[src/rtl/uart_status_responder_if.sv]
// Request, register read-back and uart_tx byte handshake
// between the command decoder, the register file and uart_tx.
interface uart_status_responder_if;
  logic        req;
  logic [7:0]  req_func;
  logic [7:0]  req_ch;
  logic        req_drop;
  logic        resp_busy;
  logic        resp_done;

  logic [7:0]  rd_ch;
  logic [7:0]  rd_ctrl_sta;
  logic [7:0]  rd_duty_num;
  logic [15:0] rd_pulse_dessert;
  logic [7:0]  rd_pulse_num;
  logic [31:0] rd_PAT;
  logic        rd_busy;
  logic        rd_valid;

  logic        tx_en;
  logic [7:0]  tx_data;
  logic        tx_busy;

  modport slave (
    input  req, req_func, req_ch,
    output req_drop, resp_busy, resp_done,
    output rd_ch,
    input  rd_ctrl_sta, rd_duty_num,
    input  rd_pulse_dessert, rd_pulse_num,
    input  rd_PAT, rd_busy, rd_valid,
    output tx_en, tx_data,
    input  tx_busy
  );

  modport master (
    output req, req_func, req_ch,
    input  req_drop, resp_busy, resp_done,
    input  rd_ch,
    output rd_ctrl_sta, rd_duty_num,
    output rd_pulse_dessert, rd_pulse_num,
    output rd_PAT, rd_busy, rd_valid,
    input  tx_en, tx_data,
    output tx_busy
  );
endinterface

[src/rtl/uart_status_responder.sv]
// Builds a 14-byte status frame for one channel
// and streams it byte-by-byte into uart_tx.
module uart_status_responder #(
  parameter int         _NUM_CHANNELS = 3,
  parameter int         _PAT_WIDTH    = 32,
  parameter logic [7:0] _HDR0         = 8'h55,
  parameter logic [7:0] _HDR1         = 8'hAA
) (
  input logic clk_50M,
  input logic rst,
  uart_status_responder_if.slave bus
);

  typedef enum logic [2:0] {
    IDLE,
    FETCH,
    LOAD,
    SEND,
    WAIT_HI,
    WAIT_LO,
    FINISH
  } state_t;

  state_t     state;
  logic [3:0] idx;
  logic [7:0] chk;
  logic [1:0] tmo;
  logic [7:0] func_r;
  logic [7:0] ch_r;
  // pay[0] is the frame func byte, pay[1..10] are d1..d10
  logic [7:0] pay [0:10];
  logic [7:0] cur;
  logic       bad;
  logic [_PAT_WIDTH-1:0] pat;

  assign pat = bus.rd_PAT;

  assign bad = (ch_r >= 8'(_NUM_CHANNELS)) ||
               !(func_r == 8'h01 || func_r == 8'h02);

  assign bus.req_drop = bus.req & bus.resp_busy;

  always_comb begin
    cur = 8'h00;
    case (idx)
      4'd0:    cur = _HDR0;
      4'd1:    cur = _HDR1;
      4'd13:   cur = chk;
      default: cur = pay[idx - 4'd2];
    endcase
  end

  always_ff @(posedge clk_50M) begin
    if (rst) begin
      state         <= IDLE;
      idx           <= 4'd0;
      chk           <= 8'h00;
      tmo           <= 2'd0;
      func_r        <= 8'h00;
      ch_r          <= 8'h00;
      bus.rd_ch     <= 8'h00;
      bus.tx_en     <= 1'b0;
      bus.tx_data   <= 8'h00;
      bus.resp_busy <= 1'b0;
      bus.resp_done <= 1'b0;
      for (int i = 0; i < 11; i++)
        pay[i] <= 8'h00;
    end else begin
      bus.tx_en     <= 1'b0;
      bus.resp_done <= 1'b0;
      case (state)
        IDLE: begin
          if (bus.req) begin
            func_r        <= bus.req_func;
            ch_r          <= bus.req_ch;
            bus.rd_ch     <= bus.req_ch;
            bus.resp_busy <= 1'b1;
            idx           <= 4'd0;
            chk           <= 8'h00;
            state         <= FETCH;
          end
        end
        FETCH: state <= LOAD;
        LOAD: begin
          for (int i = 0; i < 11; i++)
            pay[i] <= 8'h00;
          pay[1] <= ch_r;
          unique case (1'b1)
            bad: begin
              pay[0] <= func_r | 8'h80;
              pay[2] <= 8'hEE;
            end
            !bad && func_r == 8'h01: begin
              pay[0]  <= func_r;
              pay[2]  <= bus.rd_ctrl_sta;
              pay[3]  <= bus.rd_duty_num;
              pay[4]  <= bus.rd_pulse_dessert[15:8];
              pay[5]  <= bus.rd_pulse_dessert[7:0];
              pay[6]  <= bus.rd_pulse_num;
              pay[7]  <= pat[31:24];
              pay[8]  <= pat[23:16];
              pay[9]  <= pat[15:8];
              pay[10] <= pat[7:0];
            end
            !bad && func_r == 8'h02: begin
              pay[0] <= func_r;
              pay[2] <= bus.rd_ctrl_sta;
              pay[3] <= {6'b0, bus.rd_busy,
                         bus.rd_valid};
            end
          endcase
          state <= SEND;
        end
        SEND: begin
          if (!bus.tx_busy) begin
            bus.tx_data <= cur;
            bus.tx_en   <= 1'b1;
            // running sum covers func..d10 only
            if (idx >= 4'd2 && idx <= 4'd12)
              chk <= chk + cur;
            tmo   <= 2'd0;
            state <= WAIT_HI;
          end
        end
        WAIT_HI: begin
          if (bus.tx_busy) begin
            state <= WAIT_LO;
          end else if (tmo == 2'd3) begin
            if (idx < 4'd13) begin
              idx   <= idx + 4'd1;
              state <= SEND;
            end else begin
              state <= FINISH;
            end
          end else begin
            tmo <= tmo + 2'd1;
          end
        end
        WAIT_LO: begin
          if (!bus.tx_busy) begin
            if (idx < 4'd13) begin
              idx   <= idx + 4'd1;
              state <= SEND;
            end else begin
              state <= FINISH;
            end
          end
        end
        FINISH: begin
          bus.resp_done <= 1'b1;
          bus.resp_busy <= 1'b0;
          state         <= IDLE;
        end
        default: state <= IDLE;
      endcase
    end
  end

endmodule

[src/flat_wrapper.sv]
// flat-port wrapper written by rule: the top's interface ports become plain ports
module uart_status_responder_flat 
#(
  parameter int         _NUM_CHANNELS = 3,
  parameter int         _PAT_WIDTH    = 32,
  parameter logic [7:0] _HDR0         = 8'h55,
  parameter logic [7:0] _HDR1         = 8'hAA
)
  (clk_50M, rst, bus_req, bus_req_func, bus_req_ch, bus_req_drop, bus_resp_busy, bus_resp_done, bus_rd_ch, bus_rd_ctrl_sta, bus_rd_duty_num, bus_rd_pulse_dessert, bus_rd_pulse_num, bus_rd_PAT, bus_rd_busy, bus_rd_valid, bus_tx_en, bus_tx_data, bus_tx_busy);
  uart_status_responder_if bus_i ();
  input logic clk_50M;
  input logic rst;
  input wire logic [$bits(bus_i.req)-1:0] bus_req;
  input wire logic [$bits(bus_i.req_func)-1:0] bus_req_func;
  input wire logic [$bits(bus_i.req_ch)-1:0] bus_req_ch;
  output wire logic [$bits(bus_i.req_drop)-1:0] bus_req_drop;
  output wire logic [$bits(bus_i.resp_busy)-1:0] bus_resp_busy;
  output wire logic [$bits(bus_i.resp_done)-1:0] bus_resp_done;
  output wire logic [$bits(bus_i.rd_ch)-1:0] bus_rd_ch;
  input wire logic [$bits(bus_i.rd_ctrl_sta)-1:0] bus_rd_ctrl_sta;
  input wire logic [$bits(bus_i.rd_duty_num)-1:0] bus_rd_duty_num;
  input wire logic [$bits(bus_i.rd_pulse_dessert)-1:0] bus_rd_pulse_dessert;
  input wire logic [$bits(bus_i.rd_pulse_num)-1:0] bus_rd_pulse_num;
  input wire logic [$bits(bus_i.rd_PAT)-1:0] bus_rd_PAT;
  input wire logic [$bits(bus_i.rd_busy)-1:0] bus_rd_busy;
  input wire logic [$bits(bus_i.rd_valid)-1:0] bus_rd_valid;
  output wire logic [$bits(bus_i.tx_en)-1:0] bus_tx_en;
  output wire logic [$bits(bus_i.tx_data)-1:0] bus_tx_data;
  input wire logic [$bits(bus_i.tx_busy)-1:0] bus_tx_busy;
  assign bus_i.req = bus_req;
  assign bus_i.req_func = bus_req_func;
  assign bus_i.req_ch = bus_req_ch;
  assign bus_req_drop = bus_i.req_drop;
  assign bus_resp_busy = bus_i.resp_busy;
  assign bus_resp_done = bus_i.resp_done;
  assign bus_rd_ch = bus_i.rd_ch;
  assign bus_i.rd_ctrl_sta = bus_rd_ctrl_sta;
  assign bus_i.rd_duty_num = bus_rd_duty_num;
  assign bus_i.rd_pulse_dessert = bus_rd_pulse_dessert;
  assign bus_i.rd_pulse_num = bus_rd_pulse_num;
  assign bus_i.rd_PAT = bus_rd_PAT;
  assign bus_i.rd_busy = bus_rd_busy;
  assign bus_i.rd_valid = bus_rd_valid;
  assign bus_tx_en = bus_i.tx_en;
  assign bus_tx_data = bus_i.tx_data;
  assign bus_i.tx_busy = bus_tx_busy;
  uart_status_responder #(._NUM_CHANNELS(_NUM_CHANNELS), ._PAT_WIDTH(_PAT_WIDTH), ._HDR0(_HDR0), ._HDR1(_HDR1)) u_core (.clk_50M(clk_50M), .rst(rst), .bus(bus_i));
endmodule
[config.mk]
export PLATFORM = sky130hd
export DESIGN_NAME = uart_status_responder_flat
export DESIGN_NICKNAME = d
export VERILOG_FILES = /design/src/rtl/uart_status_responder_if.sv /design/src/rtl/uart_status_responder.sv /design/src/flat_wrapper.sv
export SDC_FILE = /design/constraint.sdc
export NUM_CORES = 1
export LEC_CHECK = 0
export CORE_MARGIN = 2
export CORE_UTILIZATION = 57
export CTS_CLUSTER_DIAMETER = 200
export DETAILED_ROUTE_END_ITERATION = 12
export GPL_ROUTABILITY_DRIVEN = 1
export GPL_TIMING_DRIVEN = 0
export PLACE_DENSITY = 0.85
export SYNTH_ARGS = -nofsm -noshare
export SYNTH_HDL_FRONTEND = slang
export SYNTH_SLANG_ARGS = --single-unit
[constraint.sdc]
create_clock -name clk_50M -period 5.77 [get_ports clk_50M]
set_clock_uncertainty 0.1 [all_clocks]
set_input_delay 1.154 -clock clk_50M [delete_from_list [all_inputs] [get_ports clk_50M]]
set_output_delay 1.154 -clock clk_50M [all_outputs]
set_load 0.1 [all_outputs]
-- Yosys cells after proc, flatten, opt, wreduce, memory -nomap -nowiden
Memory sizes are Yosys's and may differ from the RTL's.
Index checks and enable logic that the tools add are counted.
- bits in writable memories: 88
- input port bits: 94
- register bits after elaboration: 44
- memories: 1
- word-level logic and storage cells: 159
- memory list (name ; depth ; bits a word ; read ports ; clocked after memory_dff ; wr ports ; line ; source):
    u_core.pay ; 11 ; 8 ; 1 ; 0 ; 11 ; uart_status_responder.sv:31 ; logic [7:0] pay [0:10];
- order comparisons: 4
- add/subtract/negate cells: 4
- muxes and demuxes: 70
- reductions and logical operators: 21
- equal/unequal tests: 19
- bitwise gates (word level): 30
- operator list (operator ; count):
    $mux 8 ; 30
    $or 1x1->1 ; 27
    $pmux 8 s3 ; 1
    $mux 1 ; 20
    $mux 4 ; 5
    $mux 3 ; 6
    $pmux 3 s6 ; 1
    $pmux 8 s2 ; 1
    $pmux 4 s3 ; 1
    $reduce_and 4->1 ; 3
    $ne 2x2->1 const B ; 5
    $eq 3x3->1 const B ; 3
    $add 8x8->8 ; 1
    $eq 8x1->1 const B ; 1
    $eq 8x2->1 const B ; 1
    $ge 8x2->1 const B ; 1
    $eq 3x2->1 const B ; 2
    $mux 2 ; 3
    $reduce_and 2->1 ; 3
    $reduce_bool 2->1 ; 3
    $reduce_and 5->1 ; 1
    $add 4x1->4 const B ; 1
    $eq 4x1->1 const B ; 1
    $eq 4x4->1 const B ; 1
    20 further kinds ; 26

-- Longest topological paths before layout
- word-level depth: 12
- gate-level depth with buffers: 17
- mapped depth without buffers: 14

-- Worst setup path before layout
OpenSTA, ideal clock, no wires.
- path type: input port to flip-flop
- start: in rst
- end: mem u_core.pay[0][0], enable pin
- setup slack: 1.675 ns
- path buffers: 2
- stages: 3
- arrival time: 3.550 ns
- path through: clkbuf_1 clkbuf_1 a21o_1
- RTL lines (item ; line ; source):
    start, declared ; flat_wrapper.sv:12 ; input logic rst;
    end, declared ; uart_status_responder.sv:31 ;

-- Worst setup path after layout
- start: reg u_core.idx[1]
- end: reg u_core.chk[6]
- word-level cells in the longest chain between the ends: 7
- elaborated cells on any way between the ends: 15
- classes of those cells: add/sub: 2; order compare: 2; eq/ne: 3; mux: 4; reduce/logical: 3; memory: 1
- RTL lines (item ; line ; source):
    start, declared ; uart_status_responder.sv:25 ; logic [3:0] idx;
    start signal, assigned ; uart_status_responder.sv:130 ; idx <= idx + 4'd1;
    start signal, assigned ; uart_status_responder.sv:142 ; idx <= idx + 4'd1;
    $sub 4x2->4 ; uart_status_responder.sv:49 ; default: cur = pay[idx - 4'd2];
    $mem_v2 11x8 ; n/a ;
    $pmux 8 s3 * ; uart_status_responder.sv:45 ; case (idx)
    via u_core.cur[0] ; uart_status_responder.sv:32 ; logic [7:0] cur;
    $add 8x8->8 * ; uart_status_responder.sv:120 ; chk <= chk + cur;
    $mux 8 * ; uart_status_responder.sv:119 ; if (idx >= 4'd2 && idx <= 4'd12)
    $mux 8 * ; uart_status_responder.sv:115 ; if (!bus.tx_busy) begin
    $pmux 8 s2 * ; uart_status_responder.sv:71 ; case (state)
    end signal, assigned ; uart_status_responder.sv:120 ;
    end, declared ; uart_status_responder.sv:26 ; logic [7:0] chk;
Mark *: on every way through the listed nets, which the timed path passes. The rest lies on a longest branch. The select of a mux whose other input is x is not followed.
A chain may end at the register's enable or synchronous reset.

==> impl_metrics.ini <==
[status]
status = finished clean

[synthesis]
synth-main-ff-cell = edfxtp_1
syn_area_per_cell_um2 = 10.9
synth_top_cell_area_share_pct = 40.6
syn_area_mm2 = 0.00651
synth_cell_types = 62
yosys.area.top_type = edfxtp_1
ys_ff_latch = 132
yosysSeqAreaShare_pct = 54.1
yosys_warnings = 0
synth_nets = 705
synth_edf_count = 88
synthArstFlopShare_pct = 0
synthCells = 595
netlist_top_cells_area = edfxtp_1, dfxtp_1, and2_1

[routing]
drtPass1Iterations = 5
routed-via-count = 5135
avgRoutedWirePerCell_um = 18.4
routed_wl_mm = 16.2
drt-vias-per-instance = 5.82
drt-initial-drc-count = 505
drc = 0
detail-route-antenna-nets = 0

[power_and_ir_drop]
vdd_ir_drop_max_mv = 0.347
clockPowerShare_pct = 44.5
p_leak_nw = 3.15
internal-power_mw = 1.98
p_sw_share_pct = 24.6
p_sw_mw = 0.647
seqPwrFrac_pct = 41.6
power_frac_comb_pct = 13.9
p_per_area_mw_per_mm2 = 310

[timing]
tightest_slew_ps = 990
hold_viol = 0
tns_ps = 0
period_share_pct = 77.9
maxSlewHeadroom_pct = 33.8
max_freq_ghz = 0.222
drv_slew = 0
rsz0062_at_grt = false
report.final.setup_viol = 0
fin_crit_ps = 4500

[clocking]
postCtsHoldBufs = 0
clockBufferDepth = 2
clk_pin_slew_ps = 60
cts_tree = done
cts_setup_buffers = 0
cts_max_level = 4
cts_buffers = 17
insertion_delay_ps = 440
clock-sinks = 132
clockRootBuffer = clkbuf_16
ctsResizeCount = 0

[setup_path]
criticalPathCategory = flop to flop
required_ps = 6000
crit_fanout = 10
crit_arrival_ps = 4730
crit_path_end_kind = flop
startpoint_type = flop

[floorplan]
die_h_um = 111
core-area_mm2 = 0.0113
rows = 39
die_area_mm2 = 0.0123
start_util_pct = 57.8
io-pin-count = 114
die_x_um = 111

[finish]
fin_util_pct = 75.2
areaGrowthSynthToFinish_pct = 30.1
drive_gt1_share_pct = 7.98
nets = 836
num_antenna_cells = 0
nFillCells = 709

[global_routing]
grt.total_usage_pct = 27.1
grt_max_degree = 85
grt_first_pass_wirelength_mm = 25.6
gr-total-overflow = 0
antenna_found_initial = 0
grt_pass1_vias = 5079

[hold_path]
hold_path.class = flop to flop

[placed_design]
gp_congestion = 0.858
dpl.hpwl_mm = 11.6
portBuffers = 111

[run]
drv_cap = 0
logic make-up (layout without fill, tap and decap cells):
group	after synthesis	count (layout)	share of synthesized area, %
compound gates	138	138	14.0
xor+xnor	10	10	1.35
fa+ha+maj	16	16	3.19
buf+inv	46	190	3.34
flops	132	132	54.1
mux	40	40	6.73
simple gates	213	213	17.3
synth_stat cells, types with 4 or more instances:
cell / n
edfxtp_1: 88
and2_1: 82
nand2_1: 53
a21oi_1: 49
dfxtp_1: 44
nor2_1: 36
mux2i_1: 28
clkbuf_1: 19
o21ai_0: 18
o21a_1: 16
ha_1: 15
inv_1: 12
a22oi_1: 9
nor3_1: 9
buf_2: 8
a21boi_0: 7
mux2_2: 7
nand3_1: 7
nor2b_1: 6
xnor2_1: 6
nor4_1: 4
o21bai_1: 4
xor2_1: 4
cell type report:
| cell class | count | area, µm² | area share [%] |
|---|---|---|---|
| Multi-Input combinational cell | 417 | 2780 | 32.8 |
| Tap cell | 143 | 179 | 2.11 |
| Clock inverter | 15 | 213 | 2.51 |
| Inverter | 12 | 45.0 | 0.532 |
| Sequential cell | 132 | 3520 | 41.6 |
| Timing Repair Buffer | 112 | 1140 | 13.4 |
| Clock buffer | 17 | 425 | 5.02 |
| Buffer | 34 | 173 | 2.04 |
registers in the layout, indices dropped and copies added, names as in the netlist:
signal,count
u_core.tmo,2
u_core.chk,8
u_core.bus.tx_data,8
u_core.bus.tx_en,1
u_core.func_r,8
u_core.pay,88
u_core.bus.resp_done,1
u_core.bus.resp_busy,1
u_core.idx,4
u_core.state,3
u_core.ch_r,8
path summary, 6_finish.rpt:
path	from	end	slack (ps)	depth (start not counted)
setup / recovery	u_core.idx[1]	u_core.chk[6]	1270	17
hold / removal	u_core.tmo[1]	u_core.tmo[1]	370	2
setup reg to reg	u_core.idx[1]	u_core.chk[6]	1270	17
hold reg to reg	u_core.tmo[1]	u_core.tmo[1]	370	2
worst max-delay path: stages, from the launching register on:
cell and delay [ps]:
dfxtp_1 400, buf_2 240, inv_1 180, ha_1 310
buf_2 190, clkbuf_1 430, a21oi_1 110, a221oi_1 270
nand2_1 120, a221o_1 370, ha_1 260, fa_1 420
a21o_1 170, a21oi_1 220, o21bai_1 110, a21oi_1 180
xnor2_1 90, a32o_1 210
metrics by stage:
stage          setup WS (ps)  cells  hold WS, ps  total power, mW  instance area (µm²)
2_1_floorplan           1670    595          336             1.33                 6510
3_3_place_gp             942    849          350             1.46                 7800
3_5_place_dp            1340    850          364             1.47                 7840
4_1_cts                 1330    882          374             2.63                 8470
5_1_grt                  938    882          385             2.71                 8470
6_report                1270    882          373             2.63                 8470
layout by cell type (no fill, tap or decap), drive strengths merged, types with 12 or more instances in the layout:
cell type,netlist,routed
mux2i,28,28
clkdlybuf4s50,0,111
nor2,37,37
nand2,53,53
a21oi,49,49
edfxtp,88,88
o21ai,20,20
and2,82,82
clkbuf,19,36
o21a,16,16
buf,15,16
dfxtp,44,44
ha,15,15
inv,12,12
metal layers:
metal	vias to the layer above	part of all wire [%]	wire (µm)	GRT usage (%)
li1	2405	-	-	-
met1	2497	42	6770	33.8
met2	209	50	8150	46.1
met3	24	6.5	1060	7.16
met4	0	1.5	238	9.00
met5	-	0	0	0
power groups by stage:
| stage | Clock, mW | Combinational, mW | Sequential, mW |
|---|---|---|---|
| after detailed placement | 0 | 0.359 | 1.11 |
| after global placement | 0 | 0.347 | 1.11 |
| after floorplan | 0 | 0.178 | 1.15 |
| after global routing | 1.22 | 0.389 | 1.10 |
| after CTS | 1.18 | 0.363 | 1.09 |
| final | 1.17 | 0.365 | 1.09 |
No activity file was read; power rests on OpenSTA's default activity.
